File: src/rtl/pipe_stage_skid.sv
`default_nettype none
// ============================================================================
//  Module      : pipe_stage_skid
//  Description : Elastic WIDTH-bit pipeline stage with valid/ready handshake,
//                synchronous flush and an optional two-entry skid buffer.
//                Build option: define PIPE_STAGE_SKID_EN for the two-entry
//                variant with a registered in_ready; leave it undefined for
//                the single-entry variant with a combinational in_ready.
//  Revision    : 1.0 - initial release
// ============================================================================
module pipe_stage_skid #(
    parameter int WIDTH = 32
) (
    input  logic             CLK,
    input  logic             RST,
    input  logic             flush,
    input  logic             in_valid,
    input  logic [WIDTH-1:0] in_data,
    output logic             in_ready,
    output logic             out_valid,
    output logic [WIDTH-1:0] out_data,
    input  logic             out_ready,
    output logic [1:0]       count
);

    // The encoding doubles as the occupancy count.
    typedef enum logic [1:0] {
        ST_EMPTY = 2'd0,
        ST_ONE   = 2'd1,
        ST_TWO   = 2'd2
    } state_t;

    state_t           state_q, state_d;
    logic [WIDTH-1:0] main_q, main_d;
    logic             in_fire;
    logic             out_fire;

`ifdef PIPE_STAGE_SKID_EN
    logic [WIDTH-1:0] skid_q, skid_d;

    // Ready is a pure state decode, so downstream ready never reaches upstream.
    assign in_ready = (state_q != ST_TWO);
`else
    // Single entry: accept when empty or when the held packet leaves this cycle.
    assign in_ready = ~out_valid | out_ready;
`endif

    assign out_valid = (state_q != ST_EMPTY);
    assign out_data  = main_q;
    assign count     = state_q;
    assign in_fire   = in_valid & in_ready;
    assign out_fire  = out_valid & out_ready;

    // Next-state and next-payload selection; flush overrides every transition.
    always_comb begin
        state_d = state_q;
        main_d  = main_q;
`ifdef PIPE_STAGE_SKID_EN
        skid_d  = skid_q;
`endif
        if (flush) begin
            state_d = ST_EMPTY;
            main_d  = '0;
`ifdef PIPE_STAGE_SKID_EN
            skid_d  = '0;
`endif
        end else begin
            case (state_q)
                ST_EMPTY: begin
                    if (in_fire) begin
                        state_d = ST_ONE;
                        main_d  = in_data;
                    end
                end
                ST_ONE: begin
                    if (in_fire && out_fire) begin
                        main_d = in_data;
`ifdef PIPE_STAGE_SKID_EN
                    end else if (in_fire) begin
                        // Downstream stalled: the extra packet parks behind main.
                        state_d = ST_TWO;
                        skid_d  = in_data;
`endif
                    end else if (out_fire) begin
                        state_d = ST_EMPTY;
                    end
                end
`ifdef PIPE_STAGE_SKID_EN
                ST_TWO: begin
                    // in_ready is low here, so only the drain can happen.
                    if (out_fire) begin
                        state_d = ST_ONE;
                        main_d  = skid_q;
                    end
                end
`endif
                default: begin
                    state_d = ST_EMPTY;
                end
            endcase
        end
    end

    // State and main payload register; reset matches a flush.
    always_ff @(posedge CLK) begin
        if (RST) begin
            state_q <= ST_EMPTY;
            main_q  <= '0;
        end else begin
            state_q <= state_d;
            main_q  <= main_d;
        end
    end

`ifdef PIPE_STAGE_SKID_EN
    // Skid payload register, only present in the two-entry build.
    always_ff @(posedge CLK) begin
        if (RST) begin
            skid_q <= '0;
        end else begin
            skid_q <= skid_d;
        end
    end
`endif

endmodule
`default_nettype wire

File: config.mk
export PLATFORM = sky130hd
export DESIGN_NAME = pipe_stage_skid
export DESIGN_NICKNAME = d
export VERILOG_FILES = /design/src/rtl/pipe_stage_skid.sv
export SDC_FILE = /design/constraint.sdc
export NUM_CORES = 1
export LEC_CHECK = 0
export BUFFER_PORTS_ARGS = -buffer_cell sky130_fd_sc_hd__buf_2
export CAP_MARGIN = 20
export CORE_ASPECT_RATIO = 0.75
export CORE_MARGIN = 2
export CORE_UTILIZATION = 40
export DETAILED_ROUTE_END_ITERATION = 7
export HOLD_SLACK_MARGIN = 0.05
export PLACE_DENSITY = 0.75
export REMOVE_ABC_BUFFERS = 1
export SETUP_SLACK_MARGIN = 0.4
export SLEW_MARGIN = 20
export SYNTH_ARGS = -nofsm -noshare
export SYNTH_HDL_FRONTEND = slang
export SYNTH_SLANG_ARGS = --single-unit
File: constraint.sdc
create_clock -name CLK -period 1 [get_ports CLK]
set_input_delay 0.05 -clock CLK [delete_from_list [all_inputs] [get_ports CLK]]
set_output_delay 0.05 -clock CLK [all_outputs]
set_load 0.01 [all_outputs]
==> flow_summary_export.csv <==
group,metric,value,unit
status,failed_checks,"negative setup slack",
floorplanning,initial_core_util,0.423,
clock_network,clk_latency,0.28,ns
status,status,"finished with violations",
synthesis,avgSynthCellArea,9.02,sq um
pwr,power.share.sequential,0.496,
final_layout,diodes,0,
synthesis,synth_warnings,0,
setup_path,critical_path.top_delay_family,"flip-flops",
floorplanning,core_area,0.00331,sq mm
sta,finalWorstSetupSlack,-0.0319,ns
global_routing,grt_pass1_wl,6760,microns
detailed_routing,drt_first_pass_iters,4,
final_layout,syn_to_final_growth,63.1,%
sta,hold_violations,0,
sta,period_share,1.03,
sta,grt_setup_unrepaired,"true",
synthesis,async_flop_share,0,
setup_path,arrival,0.98,ns
place,dpl_cell_area,0.00175,sq mm
pwr,p_int,2.11,mW
hold_path,hold_start,"in_data[22]",
pwr,peakVddDrop,0.000530,V
final_layout,layout-drive-gt1-share,0.664,
global_routing,antenna_found_initial,0,
hold_path,hold_class,"in -> reg",
detailed_routing,met2_wirelength,1920,microns
setup_path,cpPeakStageDelay,0.36,ns
setup_path,rrSetupSlack,-0.03,ns
clock_network,h-tree-depth,2,
detailed_routing,wl_met3,322,microns
clock_network,clk_path_buf_depth,2,
detailed_routing,via_per_inst,5.26,
pwr,swShare,0.251,
synthesis,synth_common_cells,"33 x dfxtp_1, 32 x nand2_1, 32 x nand4_1, 23 x o21ai_2, 8 x buf_2",
synthesis,synth_flop_cell,"dfxtp_1",
synthesis,synth_edf_count,0,
setup_path,slowest_stage,"dfxtp_2",
synthesis,yosysMostFrequentCell,"dfxtp_1",
detailed_routing,drt_iter0_drc,92,
setup_path,path_cells,"nand2b_4, buf_12, buf_6",
sta,skew,0.00465,ns
final_layout,fillers,248,
final_layout,fin_util,0.689,
sta,slew_violations,0,
setup_path,cp.required,0.95,ns
synthesis,yosys.area.top_type,"dfxtp_1",
setup_path,worst-setup-path-type,"reg -> out",
detailed_routing,wl_per_cell,14.9,microns
sta,holdWs,0.00440,ns
setup_path,path_buf_inv,2,
setup_path,reg2reg_to,"out_data[17]",
setup_path,reg2reg_depth,4,
floorplanning,die_width,72.3,microns
final_layout,final_nets,271,
floorplanning,dieHeight,55.2,microns
setup_path,critPathMaxFanout,5,
global_routing,grt_max_degree,40,
pwr,p_sw,0.710,mW
detailed_routing,totalWireLength,4100,microns
synthesis,synth-seq-cells,33,
setup_path,r2r-start,"count[0]",
floorplanning,pin_count,73,
pwr,power.leakage,0.979,nW
sta,fmax,969,MHz
detailed_routing,drc,0,
final_layout,stdcell_area,0.00228,sq mm
setup_path,cp-start-kind,"register",
detailed_routing,m1WireLength,1800,microns
setup_path,cp_num_cells,3,
pwr,p_comb_frac,0.167,
clock_network,path_clk_slew,0.07,ns
synthesis,synth_cells,155,
global_routing,grt_pass1_vias,1388,
detailed_routing,ant_nets,0,
place,gp_congestion,0.787,
floorplanning,rows,18,
global_routing,grt_overflow,0,
flow_run,drv_cap,0,
setup_path,crit_start,"count[0]",
setup_path,crit_path_end,"in_ready",
setup_path,end_kind,"output port",
clock_network,clock_sinks,33,
clock_network,root_buffer,"clkbuf_8",
place,hpwl,2290,microns
detailed_routing,top_layer,"met4",
synthesis,yosysSeqAreaShare,0.472,
pwr,clkPwrFrac,0.336,
place,place_inst,252,
hold_path,worstHoldPathCells,3,
sta,setup_violations,8,
global_routing,grtUsageTotal,0.220,
detailed_routing,vias,1447,
final_layout,final_cells,275,
floorplanning,dieArea,0.00399,sq mm
sta,finalCriticalPeriod,1.03,ns
synthesis,synth_area_leaders,"dfxtp_1 47%, o21ai_2 14%, nand4_1 14%",
synthesis,yosysTopAreaCellShare,0.472,
synthesis,yosys.cell_types.count,16,
clock_network,cts_tree,"done",
synthesis,netlist_area,0.00140,sq mm
place,port-buffer-count,71,
pwr,powerDensity,1240,mW/mm^2
clock_network,numCtsBuffers,5,
==> power by group through the flow <==
stage	combinational, mW	sequential (mW)	clock, mW
floorplan	0.125	1.43	0
global placement	0.340	1.41	0
detailed placement	0.343	1.41	0
CTS	0.459	1.40	0.963
global route	0.508	1.41	1.03
finish	0.473	1.40	0.950
==> final cells by class <==
class	instances	area, sq um	area share
multi-input combinational	103	629	0.276
timing repair buffer	90	816	0.358
clock buffer	8	80.1	0.0351
inverter	1	3.75	0.00165
sequential	33	702	0.308
tap	40	50.0	0.0219
==> cell families (layout without fill, tap and decap cells) <==
family,after synthesis,in the layout,share of synthesized area
and+or+nand+nor,67,69,0.248
AOI/OAI and AO/OA,33,33,0.182
DFF,33,33,0.472
buffers and inverters,21,99,0.0957
other,1,1,0.00268
==> worst reg2reg max path, delay by kind of cell, from the launching register on <==
family | cells | cell delay, ns
compound gates | 1 | 0.08
buf+inv | 1 | 0.29
flops | 1 | 0.36
simple gates | 2 | 0.19
==> how the worst min path moves through the flow <==
stage	to	slack [ns]
finish	out_data[22]	0.004
global route	out_data[25]	0.0008
CTS	out_data[30]	-0.001
detailed placement	out_data[30]	0.29
global placement	out_data[25]	0.29
floorplan	out_data[17]	0.19
==> sequential cells by signal, summed over array words and instances, names as in the netlist <==
register  cells
count         1
out_data     32
==> timing repair <==
| item | 4_1_cts | 5_1_grt |
|---|---|---|
| buffers inserted | 9 | 3 |
| pin swaps | 21 | 7 |
| gates cloned | 3 | 0 |
| hold endpoints to repair | 29 | 15 |
| setup endpoints to repair | 68 | 68 |
| resized for setup | 74 | 4 |
==> layout by cell type (no fill, tap or decap) <==
master	instances
buf_2	36
buf_6	36
dfxtp_2	33
nand2_1	32
nand4_1	32
o21ai_2	23
buf_4	11
o21ai_1	8
clkbuf_8	5
buf_12	5
and2_4	3
clkbuf_1	3
nand2b_4	1
nor2_4	1
inv_1	1
a21boi_1	1
o21ai_0	1
conb_1	1
bufbuf_16	1
buf_8	1
==> per-stage QoR <==
step / setup TNS [ns] / setup WS [ns] / total power, mW
finish: -0.129 / -0.0319 / 2.82
global route: -1.04 / -0.0722 / 2.95
CTS: -0.0231 / -0.0207 / 2.82
detailed placement: -4.18 / -0.184 / 1.75
global placement: -3.17 / -0.153 / 1.75
floorplan: -46.67 / -1.43 / 1.56
==> metal layers <==
metal	global-route usage	up-vias
met5	0	-
met4	0.0889	0
met3	0.0639	7
met2	0.326	53
met1	0.298	682
li1	-	705
Power figures use the tool's default switching activity.
